===== config.mk =====
export PLATFORM = sky130hd
export DESIGN_NAME = spi_target
export DESIGN_NICKNAME = d
export VERILOG_FILES = /design/src/rtl/spi_target_pkg.sv /design/src/rtl/spi_pin_sync.sv /design/src/rtl/spi_target.sv
export SDC_FILE = /design/constraint.sdc
export NUM_CORES = 1
export LEC_CHECK = 0
export CORE_UTILIZATION = 60
export CTS_CLUSTER_SIZE = 30
export DETAILED_ROUTE_END_ITERATION = 7
export GPL_TIMING_DRIVEN = 1
export PLACE_DENSITY = 0.78
export SLEW_MARGIN = 20
export SYNTH_ARGS = -nofsm -noshare
export SYNTH_HDL_FRONTEND = slang
export SYNTH_SLANG_ARGS = --single-unit
export TNS_END_PERCENT = 50

===== constraint.sdc =====
create_clock -name clk_i -period 7.1 [get_ports clk_i]
set_clock_uncertainty 0.15 [all_clocks]
set_input_delay 1.42 -clock clk_i [delete_from_list [all_inputs] [get_ports clk_i]]
set_output_delay 1.42 -clock clk_i [all_outputs]
set_load 0.01 [all_outputs]

===== src/rtl/spi_target_pkg.sv =====
// Shared types and constants for the SPI target endpoint.
package spi_target_pkg;

   typedef enum logic [2:0] {
      IDLE,
      CMD,
      WRITE,
      READ,
      SKIP
   } state_t;

   localparam int CMD_RW_BIT = 7;
   localparam int BYTE_BITS  = 8;

endpackage


===== src/rtl/spi_pin_sync.sv =====
// Multi-flop synchronizer for one SPI pin, with optional single-cycle
// rise/fall pulses taken from the synchronized level.
module spi_pin_sync #(
   parameter int   SYNC_STAGES = 2,
   parameter logic RESET_VAL   = 1'b0,
   parameter logic EDGE_EN     = 1'b1
) (
   input  logic clk_i,
   input  logic rst_i,
   input  logic pin_i,
   output logic q_o,
   output logic rise_o,
   output logic fall_o
);

   logic [SYNC_STAGES-1:0] sync_q;
   logic [SYNC_STAGES-1:0] sync_d;

   always_comb begin
      sync_d = {sync_q[SYNC_STAGES-2:0], pin_i};
   end

   always_ff @(posedge clk_i or posedge rst_i) begin
      if (rst_i) sync_q <= {SYNC_STAGES{RESET_VAL}};
      else       sync_q <= sync_d;
   end

   assign q_o = sync_q[SYNC_STAGES-1];

   generate
      if (EDGE_EN) begin : g_edge
         logic prev_q;
         logic prev_d;

         always_comb begin
            prev_d = q_o;
         end

         always_ff @(posedge clk_i or posedge rst_i) begin
            if (rst_i) prev_q <= RESET_VAL;
            else       prev_q <= prev_d;
         end

         assign rise_o = q_o & ~prev_q;
         assign fall_o = ~q_o & prev_q;
      end else begin : g_no_edge
         assign rise_o = 1'b0;
         assign fall_o = 1'b0;
      end
   endgenerate

endmodule


===== src/rtl/spi_target.sv =====
// SPI mode-0 target: command/address byte, then auto-incrementing burst
// access to a byte register file that is shared with a local host port.
module spi_target
   import spi_target_pkg::*;
#(
   parameter int         NUM_REGS    = 16,
   parameter logic [7:0] ID_BYTE     = 8'hA5,
   parameter int         SYNC_STAGES = 2,
   localparam int        AW          = $clog2(NUM_REGS)
) (
   input  logic          clk_i,
   input  logic          rst_i,
   input  logic          spi_clk_i,
   input  logic          spi_mosi_i,
   input  logic          spi_csn_i,
   output logic          spi_miso_o,
   output logic          spi_miso_oe_o,
   input  logic [AW-1:0] host_addr_i,
   input  logic          host_we_i,
   input  logic [7:0]    host_wdata_i,
   output logic [7:0]    host_rdata_o,
   output logic          wr_valid_o,
   output logic [AW-1:0] wr_addr_o,
   output logic [7:0]    wr_data_o,
   output logic          addr_err_o,
   output logic          frame_done_o
);

   localparam int CNT_W = $clog2(BYTE_BITS);

   logic sclk_rise, sclk_fall, csn_rise, csn_fall, mosi_s;
   logic sclk_lvl_unused, csn_lvl_unused, mosi_rise_unused, mosi_fall_unused;

   spi_pin_sync #(.SYNC_STAGES(SYNC_STAGES), .RESET_VAL(1'b0), .EDGE_EN(1'b1)) u_sclk_sync (
      .clk_i(clk_i), .rst_i(rst_i), .pin_i(spi_clk_i),
      .q_o(sclk_lvl_unused), .rise_o(sclk_rise), .fall_o(sclk_fall)
   );

   spi_pin_sync #(.SYNC_STAGES(SYNC_STAGES), .RESET_VAL(1'b1), .EDGE_EN(1'b1)) u_csn_sync (
      .clk_i(clk_i), .rst_i(rst_i), .pin_i(spi_csn_i),
      .q_o(csn_lvl_unused), .rise_o(csn_rise), .fall_o(csn_fall)
   );

   // MOSI goes through the same depth as SCLK so a detected rise sees the matching bit.
   spi_pin_sync #(.SYNC_STAGES(SYNC_STAGES), .RESET_VAL(1'b0), .EDGE_EN(1'b0)) u_mosi_sync (
      .clk_i(clk_i), .rst_i(rst_i), .pin_i(spi_mosi_i),
      .q_o(mosi_s), .rise_o(mosi_rise_unused), .fall_o(mosi_fall_unused)
   );

   state_t                 state_q, state_d;
   logic [CNT_W-1:0]       bit_cnt_q, bit_cnt_d;
   logic [BYTE_BITS-1:0]   rx_q, rx_d;
   logic [BYTE_BITS-1:0]   tx_q, tx_d;
   logic [AW-1:0]          ptr_q, ptr_d;
   logic                   oe_q, oe_d;
   logic                   load_q, load_d;
   logic                   wr_valid_q, wr_valid_d;
   logic [AW-1:0]          wr_addr_q, wr_addr_d;
   logic [7:0]             wr_data_q, wr_data_d;
   logic                   addr_err_q, addr_err_d;
   logic                   frame_done_q, frame_done_d;
   logic [7:0]             host_rdata_q, host_rdata_d;
   logic [7:0]             regs_q [NUM_REGS];
   logic [7:0]             regs_d [NUM_REGS];

   logic [BYTE_BITS-1:0]   rx_byte;
   logic [6:0]             cmd_addr;
   logic                   spi_we;

   assign rx_byte  = {rx_q[BYTE_BITS-2:0], mosi_s};
   assign cmd_addr = rx_byte[6:0];

   // NOTE: every signal gets a default first so no path through the if/case tree infers a latch.
   always_comb begin
      state_d      = state_q;
      bit_cnt_d    = bit_cnt_q;
      rx_d         = rx_q;
      tx_d         = tx_q;
      ptr_d        = ptr_q;
      oe_d         = oe_q;
      load_d       = 1'b0;
      spi_we       = 1'b0;
      wr_valid_d   = 1'b0;
      wr_addr_d    = wr_addr_q;
      wr_data_d    = wr_data_q;
      addr_err_d   = 1'b0;
      frame_done_d = 1'b0;

      if (state_q == IDLE) begin
         if (csn_fall) begin
            state_d   = CMD;
            bit_cnt_d = '0;
            oe_d      = 1'b1;
            tx_d      = ID_BYTE;
         end
      end else if (csn_rise) begin
         state_d      = IDLE;
         bit_cnt_d    = '0;
         oe_d         = 1'b0;
         tx_d         = '0;
         frame_done_d = 1'b1;
      end else begin
         if (load_q) begin
            tx_d  = regs_q[ptr_q];
            ptr_d = ptr_q + AW'(1);
         end
         // bit_cnt==0 means a fresh byte already presents its MSB; do not shift it away.
         if (sclk_fall && bit_cnt_q != '0) begin
            tx_d = {tx_q[BYTE_BITS-2:0], 1'b0};
         end
         if (sclk_rise) begin
            rx_d      = rx_byte;
            bit_cnt_d = bit_cnt_q + CNT_W'(1);
            if (bit_cnt_q == CNT_W'(BYTE_BITS - 1)) begin
               case (state_q)
                  CMD: begin
                     tx_d = '0;
                     if ({1'b0, cmd_addr} >= 8'(NUM_REGS)) begin
                        addr_err_d = 1'b1;
                        state_d    = SKIP;
                     end else begin
                        ptr_d   = cmd_addr[AW-1:0];
                        state_d = rx_byte[CMD_RW_BIT] ? READ : WRITE;
                        load_d  = rx_byte[CMD_RW_BIT];
                     end
                  end
                  WRITE: begin
                     spi_we     = 1'b1;
                     wr_valid_d = 1'b1;
                     wr_addr_d  = ptr_q;
                     wr_data_d  = rx_byte;
                     ptr_d      = ptr_q + AW'(1);
                  end
                  READ:    load_d = 1'b1;
                  default: ;
               endcase
            end
         end
      end
   end

   // SPI commit is applied last so it overrides a host write to the same byte.
   always_comb begin
      regs_d = regs_q;
      if (host_we_i) regs_d[host_addr_i] = host_wdata_i;
      if (spi_we)    regs_d[ptr_q]       = rx_byte;
      host_rdata_d = regs_d[host_addr_i];
   end

   always_ff @(posedge clk_i or posedge rst_i) begin
      if (rst_i) begin
         state_q      <= IDLE;
         bit_cnt_q    <= '0;
         rx_q         <= '0;
         tx_q         <= '0;
         ptr_q        <= '0;
         oe_q         <= 1'b0;
         load_q       <= 1'b0;
         wr_valid_q   <= 1'b0;
         wr_addr_q    <= '0;
         wr_data_q    <= '0;
         addr_err_q   <= 1'b0;
         frame_done_q <= 1'b0;
         host_rdata_q <= '0;
      end else begin
         state_q      <= state_d;
         bit_cnt_q    <= bit_cnt_d;
         rx_q         <= rx_d;
         tx_q         <= tx_d;
         ptr_q        <= ptr_d;
         oe_q         <= oe_d;
         load_q       <= load_d;
         wr_valid_q   <= wr_valid_d;
         wr_addr_q    <= wr_addr_d;
         wr_data_q    <= wr_data_d;
         addr_err_q   <= addr_err_d;
         frame_done_q <= frame_done_d;
         host_rdata_q <= host_rdata_d;
      end
   end

   // NOTE: the register file must read 0x00 after reset, so it is built from resettable flops, not RAM.
   always_ff @(posedge clk_i or posedge rst_i) begin
      if (rst_i) begin
         for (int i = 0; i < NUM_REGS; i++) regs_q[i] <= '0;
      end else begin
         regs_q <= regs_d;
      end
   end

   assign spi_miso_o    = tx_q[BYTE_BITS-1];
   assign spi_miso_oe_o = oe_q;
   assign host_rdata_o  = host_rdata_q;
   assign wr_valid_o    = wr_valid_q;
   assign wr_addr_o     = wr_addr_q;
   assign wr_data_o     = wr_data_q;
   assign addr_err_o    = addr_err_q;
   assign frame_done_o  = frame_done_q;

endmodule


Yosys cells after proc, flatten, opt, wreduce, memory -nomap -nowiden
Index checks and enable logic that the tools add are counted.
{"block": "totals", "elab_cells": 134, "ff_bits": 186, "inputBits": 18}
{"block": "op_classes", "order_cmp": 5, "mux": 61, "addsub": 2, "bitwise": 12, "reduce_logical": 15, "eq_ne": 5}
{"op": "$bwmux W128", "n": 2}
{"op": "$mux W128", "n": 2}
{"op": "$mux W8", "n": 14}
{"op": "$bmux W8 S4", "n": 2}
{"op": "$demux W8 S4", "n": 2}
{"op": "$mux W3", "n": 11}
{"op": "$mux W1", "n": 22}
{"op": "$mux W4", "n": 4}
{"op": "$reduce_bool A3 Y1", "n": 4}
{"op": "$ge A5 B5 Y1 const B", "n": 2}
{"op": "$lt A5 B1 Y1 const B", "n": 2}
{"op": "$not A4 Y5", "n": 2}
{"op": "$pmux W4 S2", "n": 1}
{"op": "$ge A7 B5 Y1 const B", "n": 1}
{"op": "$eq A3 B2 Y1 const B", "n": 2}
{"op": "$not A1 Y1", "n": 6}
{"op": "$reduce_and A2 Y1", "n": 3}
{"op": "$reduce_and A5 Y1", "n": 1}
{"op": "$add A4 B1 Y4 const B", "n": 1}
{"op": "$and A1 B1 Y1", "n": 4}
{"op": "$reduce_and A4 Y1", "n": 1}
{"op": "$add A3 B1 Y3 const B", "n": 1}
{"op": "$eq A3 B1 Y1 const B", "n": 1}
{"op": "$eq A3 B3 Y1 const B", "n": 1}
{"op": "other kinds (6)", "n": 8}

Logic depth before layout (Yosys ltp)
Gate-level depths: netlist (run 1).
{"block": "depth", "ltp_word": 12, "ltp_mapped": 13}

Hierarchy
A second synthesis (run 1) with hierarchy kept.
{"block": "unflattened", "hier_cells": 1340, "hier_area_um2": 12010.3}
{"mod": "spi_target", "cells_each": 1322, "area_per_inst_um2": 11746.3, "n_inst": 1}
{"mod": "spi_pin_sync at u_csn_sync", "cells_each": 6, "area_per_inst_um2": 97.6, "n_inst": 1}
{"mod": "spi_pin_sync at u_sclk_sync", "cells_each": 6, "area_per_inst_um2": 93.8, "n_inst": 1}
{"mod": "spi_pin_sync at u_mosi_sync", "cells_each": 6, "area_per_inst_um2": 72.6, "n_inst": 1}

Worst setup path after synthesis (run 1)
No wires, ideal clock.
{"block": "synth_timing", "path_type": "input port to flip-flop", "start": "in host_addr_i[2]", "end": "reg host_rdata_q[0], in the netlist host_rdata_o[0]", "path_buffers": 1, "t_arrival_ps": 3135, "slack_ps": 3671, "cell_stages": 7, "setup_ps": 145, "t_required_ps": 6805, "path_cell_list": "buf_2 > nand3b_1 > nor2_1 > mux2i_1 > a211oi_1 > o311ai_0 > nand4_1"}
{"block": "synth_between", "elab_chain_len": 12, "elab_cells_between_ends": 13, "classes_between": "order compare (2); mux (9); bitwise (1); reduce/logical (1)"}
{"element": "start, declared", "line": "spi_target.sv:18", "rtl": "input logic [AW-1:0] host_addr_i,"}
{"element": "$not A4 Y5 (implied by the code) *", "line": "spi_target.sv:145, spi_target.sv:147"}
{"element": "$ge A5 B5 Y1 (implied by the code) / $lt A5 B1 Y1 (equally long branches)", "line": "spi_target.sv:145", "rtl": "if (host_we_i) regs_d[host_addr_i] = host_wdata_i;"}
{"element": "$logic_and A1 B1 Y1 (implied by the code)", "line": "spi_target.sv:145"}
{"element": "$mux W8 (implied by the code)", "line": "spi_target.sv:145"}
{"element": "$demux W8 S4", "line": "spi_target.sv:145"}
{"element": "$bwmux W128", "line": "spi_target.sv:145"}
{"element": "$mux W128", "line": "spi_target.sv:145"}
{"element": "$bwmux W128", "line": "spi_target.sv:146", "rtl": "if (spi_we) regs_d[ptr_q] = rx_byte;"}
{"element": "$mux W128", "line": "spi_target.sv:146"}
{"element": "$bmux W8 S4 *", "line": "spi_target.sv:147", "rtl": "host_rdata_d = regs_d[host_addr_i];"}
{"element": "$mux W8 (implied by the code) * (2 in series)", "line": "spi_target.sv:147"}
{"element": "named net host_rdata_d[0]", "line": "spi_target.sv:62", "rtl": "logic [7:0] host_rdata_q, host_rdata_d;"}
{"element": "end signal, assigned", "line": "spi_target.sv:178", "rtl": "host_rdata_q <= host_rdata_d;"}
{"element": "end, declared", "line": "spi_target.sv:62"}
The timed path passes the listed nets; every way through them passes the cells marked *. The select of a mux whose other input is x is not followed.
A chain may end at the register's enable or synchronous reset.

Worst setup path after layout (run 1)
{"block": "layout_timing", "start": "in host_addr_i[3]", "end": "reg host_rdata_q[1], in the netlist host_rdata_o[1]"}
Same word-level chain as after synthesis.

==> reports/qor_table.md, run 1 <==
| Step | Item | Value |
|---|---|---|
| outcome | Status | finished, final reports clean |
| yosys | Post-Synthesis Cells | 1295 |
| global routing | Vias in the first global route | 10.0k |
| drt | DRT antenna net count | 0 |
| pwr | Peak supply drop | 0.000186 V |
| placement | Detailed Place HPWL | 23.7 mm |
| setup path | Crit Path Max Fanout | 17 |
| setup path | Startpoint of the lowest-slack register-to-register path | bit_cnt_q[1]$_DFFE_PP0P_ |
| yosys | Top cells by instance count after synthesis | 183 x sky130_fd_sc_hd__dfrtp_1, 137 x sky130_fd_sc_hd__a21oi_1, 133 x sky130_fd_sc_hd__nand3_1 |
| hold path | Worst Hold Path EP | u_sclk_sync.sync_q[1]$_DFF_PP0_ |
| clock tree | CTS sink cnt | 186 |
| clock tree | Maximum root-to-sink buffer count | 2 |
| clock tree | H-tree depth reported by CTS | 4 |
| drt | Average vias per placed instance | 7.39 |
| yosys | Most used flip-flop cell after synthesis | sky130_fd_sc_hd__dfrtp_1 |
| drt | Final wirelength | 39.0 mm |
| setup path | Logic depth of the worst register-to-register path | 8 |
| yosys | Number of distinct library cell variants in the gate-level netlist after synthesis | 52 |
| clock tree | Cts repair resizes | 0 |
| yosys | Synthesized area divided by synthesized cell count | 9.20 um2 |
| timing | Worst hold-check slack | 202 ps |
| pwr | Switching part of the total power | 36.4% |
| pwr | Net switching component of the power | 1300 uW |
| pwr | Final Total Pwr | 3570 uW |
| setup path | Worst setup path category | input pin to flip-flop |
| yosys | Netlist Area Pre-Place | 0.0119 mm2 |
| clock tree | TritonCTS clock tree | built |
| run | Max-cap viol count | 0 |
| hold path | HP Class | flip-flop to flip-flop |
| setup path | Type of origin of the critical path | input pin |
| cells and area | Final std cells w/o fill | 1506 |
| timing | Final-report max-slew violation count | 0 |
| yosys | Post-synth EDFFs | 0 |
| drt | Number of search-and-repair iterations in the first detailed-routing pass | 5 |
| timing | Final setup fails | 0 |
| clock tree | Buffer count from post-CTS setup fixing | 0 |
| drt | Vias | 11.1k |
| cells and area | Area growth from synthesis to layout | 7.82% |
| placement | Count of buffers inserted at the top-level ports | 42 |
| floorplan | Area of the core | 0.0195 mm2 |
| clock tree | Clk Latency, worst-skew pair | 450 ps |
| yosys | Leading area contributor after synthesis | sky130_fd_sc_hd__dfrtp_1 |
| hold path | HP Start | u_sclk_sync.sync_q[0]$_DFF_PP0_ |
| floorplan | Initial Utilization | 61.2% |
| floorplan | Width of the die | 143 um |
| timing | Fmax | 190 MHz |
| floorplan | Vertical die dimension | 143 um |
| global routing | Number of antenna violations at the first check in global routing | 2 |
| timing | Final cycle utilization of the critical path | 74.3% |
| timing | Worst slew slack as a fraction of its limit | 22.2% |
| timing | Least-Margin Pin Slew | 1160 ps |
| floorplan | Die Footprint | 0.0204 mm2 |
| timing | Worst path setup slack after routing | 1830 ps |
| setup path | Data arrival, critical path | 5390 ps |
| global routing | Total routing usage reported by global routing | 39.3% |
| drt | Average wire per cell in the routed design | 25.9 um |
| clock tree | Inserted Clock Buffers | 17 |
| placement | Routability congestion estimate | 0.972 |
| floorplan | I/O pin cnt | 43 |
| clock tree | Clock Tree Root | sky130_fd_sc_hd__clkbuf_16 |
| timing | RSZ-0062 raised after global routing | no |
| drt | Number of DRC violations after detailed routing | 0 |
| yosys | Most numerous cell in the Yosys netlist | sky130_fd_sc_hd__dfrtp_1 |
| hold path | WHS Path Cells | 0 |
| placement | Worst slack at placement | 1690 ps |
| cells and area | Net count reported at finish | 1252 |
| cells and area | Fraction of final layout cells with drive strength greater than 1 | 9.84% |
| yosys | Seq/Total Area, Yosys | 39.1% |
| pwr | Clk network pwr share | 26.6% |
| setup path | Register-to-Register Setup Slack | 2940 ps |
| pwr | Power per unit of standard cell area | 277 mW/mm2 |
| setup path | Critical Path End Type | flip-flop |
| pwr | Internal Dissipation | 2270 uW |
| pwr | Sequential power share | 39.3% |
| setup path | Data required time of the worst path | 7220 ps |
| pwr | Leakage power summed over all cells | 0.00528 uW |
| global routing | Total congestion overflow | 0 |
| yosys | Portion of synthesized cell area occupied by the leading cell type | 38.4% |
| global routing | Pin count of the biggest net entering global routing | 142 |
| timing | Final min period | 5270 ps |
| pwr | Combinational power share | 34.1% |
| yosys | Share of flip-flops with an asynchronous set or reset | 100% |
| yosys | Syn nets | 1320 |
| timing | Fin Setup TNS | 0 ps |
| yosys | Flop and latch count out of synthesis | 186 |
| yosys | Cell types with the largest area share after synthesis | sky130_fd_sc_hd__dfrtp_1 38%, sky130_fd_sc_hd__mux4_2 7.6%, sky130_fd_sc_hd__mux2i_1 6.1%, sky130_fd_sc_hd__a21oi_1 5.8%, sky130_fd_sc_hd__nand3_1 5.6% |
| drt | 1st-iter DRT viols | 1747 |
| global routing | First-pass GRT wire length | 59.8 mm |
| floorplan | Number of core rows | 51 |
| setup path | Capture point of the worst reg-to-reg path | host_rdata_o[5]$_DFF_PP0_ |
| placement | Cell total after placement | 1473 |
| timing | Hold Fails Final Rpt | 0 |
| yosys | Yosys warning total | 0 |
| clock tree | Clock-pin transition on the worst setup and hold timing paths | 70 ps |
| clock tree | Cts-stage hold buffer count | 0 |
[state kept, by name, indices dropped and copies added (netlist names)]
signal                     cells
bit_cnt_q                      3
u_sclk_sync.g_edge.prev_q      1
addr_err_o                     1
wr_addr_o                      4
u_sclk_sync.sync_q             2
host_rdata_o                   8
state_q                        3
u_csn_sync.g_edge.prev_q       1
regs_q                       128
frame_done_o                   1
rx_q                           7
wr_data_o                      8
wr_valid_o                     1
u_csn_sync.sync_q              2
u_mosi_sync.sync_q             2
load_q                         1
ptr_q                          4
spi_miso_oe_o                  1
tx_q                           8
[final cells by class]
cell class	instances	area [um2]
clock buffer	20	447
fill	1541	6620
tap	265	332
antenna	1	2.50
multi-input combinational	942	6630
sequential	186	4660
timing repair buffer	65	591
clock inverter	12	119
inverter	15	63.8
[how the worst max path moves through the flow]
stage	to	slack (ps)	startpoint	cells after the start
floorplan	addr_err_o$_DFF_PP0_	480	rst_i	1
global placement	host_rdata_o[1]$_DFF_PP0_	1790	host_addr_i[3]	7
detailed placement	host_rdata_o[1]$_DFF_PP0_	1690	host_addr_i[3]	7
CTS	host_rdata_o[1]$_DFF_PP0_	2110	host_addr_i[3]	7
global route	host_rdata_o[1]$_DFF_PP0_	1840	host_addr_i[2]	7
finish	host_rdata_o[1]$_DFF_PP0_	1830	host_addr_i[3]	7
[cells in the final DEF (no fill, tap or decap), drive strengths merged, types with 6 or more instances in the layout]
master	netlist	layout
clkbuf	122	20
clkdlybuf4s50	0	41
a211oi	33	33
nor2	86	86
a21oi	137	137
a21boi	32	32
mux4	40	40
buf	30	24
mux2i	73	73
nand2	30	30
o311ai	32	32
and3b	11	11
ha	7	7
dfrtp	183	183
nand3	133	133
a221o	32	32
nor2b	9	9
nand4	24	24
o21ai	128	128
mux2	12	12
nor3b	6	6
inv	15	17
o21a	65	65
[power groups by stage]
stage	logic, uW	registers, uW	clock network (uW)
floorplan	834	1380	0
global placement	1150	1410	0
detailed placement	1170	1410	0
CTS	1180	1390	949
global route	1290	1420	991
finish	1220	1400	949
[worst max-delay path: stages]
cell and delay, ps:
sky130_fd_sc_hd__clkdlybuf4s50_1 710, sky130_fd_sc_hd__nand3_1 670, sky130_fd_sc_hd__nor2_1 1090, sky130_fd_sc_hd__mux2i_1 320, sky130_fd_sc_hd__a211oi_1 110, sky130_fd_sc_hd__o311ai_0 800, sky130_fd_sc_hd__nand4_1 250
[cell families after synthesis]
group	count (synthesis)	share of synthesized area, %
compound gates	474	25.4
flops	186	39.1
mux	125	14.8
buf+inv	167	5.50
simple gates	335	14.4
xor+xnor	1	0.0735
fa+ha+maj	7	0.735
[metal layers]
metal  up-vias  track usage, %  wire length (um)
met2       934            58.2             17100
li1       4735               -                 -
met4         2            22.1              2270
met1      5285            52.9             14600
met5         -               0                11
met3       176            9.69              5000
[metrics by stage]
| step | cell area [um2] | utilization, % |
|---|---|---|
| after global routing | 12800 | 66.0 |
| after detailed placement | 12300 | 63.0 |
| after CTS | 12800 | 66.0 |
| after floorplan | 11900 | - |
| final | 12800 | 66.0 |
| after global placement | 12300 | 63.0 |
Note: power is estimated with default switching activity, not from simulation.
==> run 2: changes to the inputs <==
- clock period: 7.1 -> 5.4 ns (I/O delays scaled with it)
==> reports/qor_table.md, run 2 (synthesis gave the netlist of run 1 again) <==
| Step | Item | Value | vs previous |
|---|---|---|---|
| drt | DR top layer | met4 |  |
| drt | Number of search-and-repair iterations in the first detailed-routing pass | 7 | +2 |
| clock tree | Clk Latency, worst-skew pair | 440 ps | about the same |
| pwr | Clk network pwr share | 27.2% | +0.6 points |
| drt | 1st-iter DRT viols | 1707 | -2.3% |
| clock tree | Cts repair resizes | 0 | unchanged |
| setup path | Total stage count of the critical path | 8 | +1 |
| timing | RSZ-0062 raised after global routing | no |  |
| floorplan | Initial Utilization | 61.2% | unchanged |
| cells and area | Max FFs per register | 128 | unchanged |
| hold path | WHS Path Cells | 0 | unchanged |
| cells and area | Area growth from synthesis to layout | 8.96% |  |
| setup path | Max stage delay cell, worst path | sky130_fd_sc_hd__nand4_1 |  |
| setup path | Data arrival, critical path | 4400 ps | -990 ps |
| floorplan | I/O pin cnt | 43 | unchanged |
| drt | Met1 routed wirelength after detailed routing | 15.1 mm | +2.9% |
| cells and area | Fraction of final layout cells with drive strength greater than 1 | 10.6% | +0.78 points |
| clock tree | Clock Tree Root | sky130_fd_sc_hd__clkbuf_16 |  |
| clock tree | TritonCTS clock tree | built |  |
| placement | Count of buffers inserted at the top-level ports | 42 | unchanged |
| setup path | Largest delay share family, worst path | simple AND/OR/NAND/NOR gates |  |
| setup path | Startpoint of the lowest-slack register-to-register path | bit_cnt_q[0]$_DFFE_PP0P_ |  |
| pwr | Power per unit of standard cell area | 363 mW/mm2 | +31% |
| setup path | Critical Path End Type | flip-flop |  |
| clock tree | CTS sink cnt | 186 | unchanged |
| floorplan | Width of the die | 143 um | unchanged |
| timing | Final-report max-slew violation count | 0 | unchanged |
| setup path | Crit Path Max Fanout | 24 | +7 |
| clock tree | Maximum root-to-sink buffer count | 2 | unchanged |
| cells and area | Commonest cells after routing, fill and taps aside | 181 x sky130_fd_sc_hd__dfrtp_1, 137 x sky130_fd_sc_hd__a21oi_1, 133 x sky130_fd_sc_hd__nand3_1, 128 x sky130_fd_sc_hd__o21ai_0, 84 x sky130_fd_sc_hd__nor2_1 |  |
| cells and area | Register with the most flip-flops | regs_q |  |
| cells and area | Filler instances | 1554 | +0.84% |
| floorplan | Number of core rows | 51 | unchanged |
| hold path | HP Start | u_sclk_sync.sync_q[0]$_DFF_PP0_ |  |
| global routing | Pin count of the biggest net entering global routing | 187 | +32% |
| clock tree | Inserted Clock Buffers | 17 | unchanged |
| pwr | Combinational power share | 30.4% | -3.7 points |
| drt | Average vias per placed instance | 7.40 | about the same |
| setup path | Capture point of the worst reg-to-reg path | host_rdata_o[2]$_DFF_PP0_ |  |
| clock tree | Cts-stage hold buffer count | 0 | unchanged |
| setup path | Count of buffer and inverter cells on the critical path | 0 | -1 |
| pwr | Internal Dissipation | 3020 uW | +33% |
| run | Max-cap viol count | 0 | unchanged |
| cells and area | Net count reported at finish | 1264 | +0.96% |
| timing | Final cycle utilization of the critical path | 79.2% |  |
| drt | Met3 WL post-DR | 4.97 mm | -0.60% |
| timing | Worst hold-check slack | 206 ps | +3.16 ps |
| global routing | First-pass GRT wire length | 60.3 mm | +0.70% |
| global routing | Total routing usage reported by global routing | 39.9% | +0.56 points |
| global routing | Vias in the first global route | 10.4k | +4.0% |
| timing | Final setup fails | 0 | unchanged |
| timing | Fmax | 234 MHz |  |
| drt | Vias | 11.2k | +0.93% |
| pwr | Sequential power share | 42.4% | +3.1 points |
| drt | Average wire per cell in the routed design | 25.9 um | about the same |
| pwr | Peak supply drop | 0.000239 V | +29% |
| hold path | HP Class | flip-flop to flip-flop |  |
| placement | Routability congestion estimate | 0.969 | -0.28% |
| drt | Number of DRC violations after detailed routing | 0 | unchanged |
| pwr | Leakage power summed over all cells | 0.00535 uW | +1.4% |
| global routing | Total congestion overflow | 0 | unchanged |
| floorplan | Die Footprint | 0.0204 mm2 | unchanged |
| timing | Hold Fails Final Rpt | 0 | unchanged |
| clock tree | Buffer count from post-CTS setup fixing | 0 | unchanged |
| placement | Detailed Place HPWL | 24.8 mm | +4.7% |
| drt | Met2 layer wire length in the routed design | 17.1 mm | -0.22% |
| drt | DRT antenna net count | 0 | unchanged |
| floorplan | Vertical die dimension | 143 um | unchanged |
| drt | Final wirelength | 39.4 mm | +0.80% |
| setup path | Crit-path max cell delay | 1030 ps | -60 ps |
| setup path | Worst setup path category | flip-flop to flip-flop |  |
| setup path | Cell Chain, Critical Path | ha_1 > ha_1 > and3b_1 > nand4_1 > nor2_1 > a211oi_1 > o311ai_0 > nand4_1 |  |
| setup path | Register-to-Register Setup Slack | 1120 ps | -1820 ps |
| setup path | Logic depth of the worst register-to-register path | 8 | unchanged |
| timing | Least-Margin Pin Slew | 1150 ps | -12.7 ps |
| timing | Worst slew slack as a fraction of its limit | 23.1% | +0.85 points |
| outcome | Status | finished, final reports clean |  |
| pwr | Net switching component of the power | 1690 uW | +30% |
| cells and area | Most common cell after layout, fill and taps aside | sky130_fd_sc_hd__dfrtp_1 |  |
| setup path | Type of origin of the critical path | flip-flop |  |
| hold path | Worst Hold Path EP | u_sclk_sync.sync_q[1]$_DFF_PP0_ |  |
| clock tree | Clock-pin transition on the worst setup and hold timing paths | 70 ps | about the same |
| timing | Final min period | 4280 ps |  |
| global routing | Number of antenna violations at the first check in global routing | 2 | unchanged |
| timing | Fin Setup TNS | 0 ps | unchanged |
| pwr | Switching part of the total power | 35.9% | -0.51 points |
| floorplan | Area of the core | 0.0195 mm2 | unchanged |
| clock tree | H-tree depth reported by CTS | 4 | unchanged |
| setup path | Data required time of the worst path | 5520 ps | -1700 ps |
## run 2: power by group through the flow
stage               sequential, uW  combinational (uW)  clock, uW
floorplan                     1820                1100          0
global placement              1990                1350          0
finish                        2000                1430       1280
global route                  2020                1530       1340
detailed placement            2000                1390          0
CTS                           1970                1390       1290
## run 2: worst register-to-register path: cells and delay by family (launching register included)
| kind | cells | cell delay, ps |
|---|---|---|
| AO/OA/AOI/OAI | 2 | 920 |
| adder cells (fa/ha/maj) | 2 | 440 |
| flip-flops | 1 | 380 |
| AND/OR/NAND/NOR | 4 | 2230 |
## run 2: cell type report
type	count	area (um2)	area share [%]
clock buffer	22	464	3.58
inverter	15	60.1	0.463
sequential	186	4660	35.9
tap	265	332	2.55
multi-input combinational	942	6630	51.1
timing repair buffer	77	713	5.49
antenna	2	5.00	0.0386
clock inverter	10	118	0.906
## run 2: worst max-delay path by stage
stage | from | slack [ps] | end
2_1_floorplan | rst_i | 1780 | addr_err_o$_DFF_PP0_
3_3_place_gp | host_addr_i[2] | 1040 | host_rdata_o[0]$_DFF_PP0_
3_5_place_dp | host_addr_i[2] | 900 | host_rdata_o[0]$_DFF_PP0_
4_1_cts | host_addr_i[2] | 1350 | host_rdata_o[0]$_DFF_PP0_
5_1_grt | bit_cnt_q[0]$_DFFE_PP0P_ | 1080 | host_rdata_o[2]$_DFF_PP0_
6_report | bit_cnt_q[0]$_DFFE_PP0P_ | 1120 | host_rdata_o[2]$_DFF_PP0_
## run 2: per-stage QoR
stage / setup WS (ps) / power, uW / util, % / instance area (um2) / instances
3_5_place_dp: 898 / 3380 / 63.5 / 12400 / 1484
4_1_cts: 1350 / 4650 / 66.5 / 12900 / 1516
3_3_place_gp: 1040 / 3340 / 63.5 / 12400 / 1484
6_report: 1120 / 4710 / 66.7 / 13000 / 1519
2_1_floorplan: 1780 / 2910 / - / 11900 / 1295
5_1_grt: 1080 / 4890 / 66.7 / 13000 / 1518
## run 2: routing by layer
| metal | GRT usage (%) | up-vias |
|---|---|---|
| li1 | - | 4782 |
| met1 | 53.7 | 5363 |
| met2 | 58.3 | 903 |
| met3 | 10.1 | 188 |
| met4 | 23.7 | 0 |
| met5 | 0 | - |
==> run 3: changes to the inputs <==
- clock period: 5.4 -> 4.4 ns (I/O delays scaled with it)
==> reports/qor_table.md, run 3 (synthesis gave the netlist of run 1 again) <==
| Step | Item | Value | vs previous |
|---|---|---|---|
| outcome | Status | finished, final reports clean |  |
| cells and area | Filler instances | 1530 | -1.5% |
| floorplan | Die Footprint | 0.0204 mm2 | unchanged |
| pwr | Combinational power share | 33.4% | +3.0 points |
| clock tree | Clk Latency, worst-skew pair | 450 ps | about the same |
| setup path | Logic depth of the worst register-to-register path | 8 | unchanged |
| floorplan | I/O pin cnt | 43 | unchanged |
| pwr | Leakage power summed over all cells | 0.00541 uW | +0.96% |
| cells and area | Commonest cells after routing, fill and taps aside | 181 x sky130_fd_sc_hd__dfrtp_1, 137 x sky130_fd_sc_hd__a21oi_1, 133 x sky130_fd_sc_hd__nand3_1, 128 x sky130_fd_sc_hd__o21ai_0, 85 x sky130_fd_sc_hd__nor2_1 |  |
| global routing | Total routing usage reported by global routing | 39.8% | -0.13 points |
| pwr | Power per unit of standard cell area | 438 mW/mm2 | +21% |
| setup path | Data required time of the worst path | 4530 ps | -990 ps |
| global routing | Total congestion overflow | 0 | unchanged |
| hold path | HP Start | u_sclk_sync.sync_q[0]$_DFF_PP0_ |  |
| setup path | Data arrival, critical path | 3670 ps | -730 ps |
| pwr | Peak supply drop | 0.000279 V | +17% |
| global routing | First-pass GRT wire length | 60.7 mm | +0.79% |
| cells and area | Net count reported at finish | 1277 | +1.0% |
| setup path | Register-to-Register Setup Slack | 860 ps | -270 ps |
| timing | Final setup fails | 0 | unchanged |
| drt | Average wire per cell in the routed design | 25.4 um | -1.9% |
| timing | Fin Setup TNS | 0 ps | unchanged |
| clock tree | TritonCTS clock tree | built |  |
| cells and area | Area growth from synthesis to layout | 9.35% |  |
| placement | Count of buffers inserted at the top-level ports | 42 | unchanged |
| drt | DRT antenna net count | 0 | unchanged |
| floorplan | Vertical die dimension | 143 um | unchanged |
| cells and area | Final non-filler cell area | 0.0130 mm2 | +0.36% |
| timing | Final min period | 3540 ps |  |
| clock tree | Maximum root-to-sink buffer count | 2 | unchanged |
| timing | Fmax | 282 MHz |  |
| setup path | Worst setup path category | input pin to flip-flop |  |
| floorplan | Number of core rows | 51 | unchanged |
| setup path | Capture point of the worst reg-to-reg path | host_rdata_o[1]$_DFF_PP0_ |  |
| floorplan | Width of the die | 143 um | unchanged |
| drt | 1st-iter DRT viols | 1640 | -3.9% |
| cells and area | Antenna diode instance count | 0 | -2 |
| run | Max-cap viol count | 0 | unchanged |
| timing | Final-report max-slew violation count | 0 | unchanged |
| drt | Vias | 11.2k | -0.45% |
| pwr | Internal Dissipation | 3650 uW | +21% |
| pwr | Clk network pwr share | 26.1% | -1.1 points |
| setup path | Critical Path End Type | flip-flop |  |
| clock tree | Clock Tree Root | sky130_fd_sc_hd__clkbuf_16 |  |
| global routing | Vias in the first global route | 10.5k | +0.067% |
| cells and area | Fraction of final layout cells with drive strength greater than 1 | 11.5% | +0.84 points |
| timing | Final cycle utilization of the critical path | 80.6% |  |
| placement | Placed standard-cell area | 0.0125 mm2 | +0.87% |
| drt | Number of DRC violations after detailed routing | 0 | unchanged |
| placement | Routability congestion estimate | 0.936 | -3.4% |
| timing | Worst slew slack as a fraction of its limit | 35.7% | +13 points |
| global routing | Number of antenna violations at the first check in global routing | 0 | -2 |
| clock tree | CTS sink cnt | 186 | unchanged |
| cells and area | Register Area | 0.00466 mm2 | unchanged |
| pwr | Switching part of the total power | 36.0% | +0.077 points |
| clock tree | Buffer count from post-CTS setup fixing | 0 | unchanged |
| floorplan | Initial Utilization | 61.2% | unchanged |
| clock tree | Inserted Clock Buffers | 17 | unchanged |
| hold path | Worst Hold Path EP | u_sclk_sync.sync_q[1]$_DFF_PP0_ |  |
| clock tree | H-tree depth reported by CTS | 4 | unchanged |
| timing | Least-Margin Pin Slew | 964 ps | -186 ps |
| clock tree | Clock-pin transition on the worst setup and hold timing paths | 70 ps | about the same |
| timing | Hold Fails Final Rpt | 0 | unchanged |
| hold path | WHS Path Cells | 0 | unchanged |
| pwr | Net switching component of the power | 2050 uW | +21% |
| global routing | Pin count of the biggest net entering global routing | 94 | -50% |
| clock tree | Cts-stage hold buffer count | 0 | unchanged |
| cells and area | Area of combinational cells with multiple inputs | 0.00662 mm2 | -0.19% |
| cells and area | Register with the most flip-flops | regs_q |  |
| pwr | Sequential power share | 40.6% | -1.8 points |
| placement | Detailed Place HPWL | 25.6 mm | +3.5% |
| setup path | Crit Path Max Fanout | 17 | -29% |
| drt | Final wirelength | 38.9 mm | -1.2% |
| timing | RSZ-0062 raised after global routing | no |  |
| hold path | HP Class | flip-flop to flip-flop |  |
| clock tree | Cts repair resizes | 0 | unchanged |
| setup path | Startpoint of the lowest-slack register-to-register path | bit_cnt_q[0]$_DFFE_PP0P_ |  |
| drt | Average vias per placed instance | 7.31 | -1.2% |
| cells and area | Max FFs per register | 128 | unchanged |
| cells and area | Fin util | 66.9% | +0.24 points |
| floorplan | Area of the core | 0.0195 mm2 | unchanged |
| cells and area | Most common cell after layout, fill and taps aside | sky130_fd_sc_hd__dfrtp_1 |  |
| drt | Number of search-and-repair iterations in the first detailed-routing pass | 7 | unchanged |
| setup path | Type of origin of the critical path | input pin |  |
run 3: changes by cell type in the layout (fill, tap and decap cells not counted), sizes merged:
| cell | before | now |
|---|---|---|
| clkinv | 3 | 6 |
| diode | 2 | 0 |
| inv | 15 | 14 |
| clkbuf | 22 | 23 |
| bufinv | 2 | 0 |
| clkinvlp | 5 | 4 |
| buf | 36 | 49 |
run 3: worst max-delay path by stage:
stage | startpoint | end | slack, ps | depth (start not counted)
finish | host_addr_i[3] | host_rdata_o[5]$_DFF_PP0_ | 860 | 7
floorplan | rst_i | addr_err_o$_DFF_PP0_ | 980 | 1
global route | host_addr_i[3] | host_rdata_o[6]$_DFF_PP0_ | 690 | 7
CTS | host_addr_i[3] | host_rdata_o[0]$_DFF_PP0_ | 930 | 7
detailed placement | host_addr_i[3] | host_rdata_o[6]$_DFF_PP0_ | 490 | 7
global placement | host_addr_i[3] | host_rdata_o[6]$_DFF_PP0_ | 570 | 7
run 3: metrics by stage:
step	hold slack, ps	cells	total power, uW	setup slack [ps]
6_report	203	1530	5700	855
5_1_grt	214	1530	5940	691
4_1_cts	204	1530	5650	929
3_5_place_dp	187	1498	4170	487
3_3_place_gp	185	1498	4130	574
2_1_floorplan	181	1295	3580	980
run 3: per-layer routing:
layer	GRT usage (%)	vias up	wire length, um
met3	9.96	160	4490
met5	0	-	0
met4	22.5	0	2110
li1	-	4811	-
met1	53.8	5379	15100
met2	58.3	835	17200
run 3: layout make-up:
cell class                      instances  share of cell area [%]
Multi-Input combinational cell        942                    50.8
Sequential cell                       186                    35.8
Timing Repair Buffer                   90                    6.17
Clock buffer                           23                    3.75
Tap cell                              265                    2.54
Clock inverter                          9                   0.519
Inverter                               15                   0.461
run 3: power by group through the flow:
stage | Combinational (uW) | Clock, uW | Sequential [uW]
after detailed placement | 1850 | 0 | 2320
after global routing | 2040 | 1560 | 2340
final | 1900 | 1490 | 2310
after CTS | 1860 | 1500 | 2300
after global placement | 1810 | 0 | 2320
after floorplan | 1350 | 0 | 2230
run 3: critical path, cell delays in order:
cell,delay [ps]
sky130_fd_sc_hd__clkdlybuf4s50_1,700
sky130_fd_sc_hd__and3b_1,680
sky130_fd_sc_hd__nand2_1,510
sky130_fd_sc_hd__mux2i_1,330
sky130_fd_sc_hd__a21oi_1,100
sky130_fd_sc_hd__o311ai_0,300
sky130_fd_sc_hd__nand4_1,150
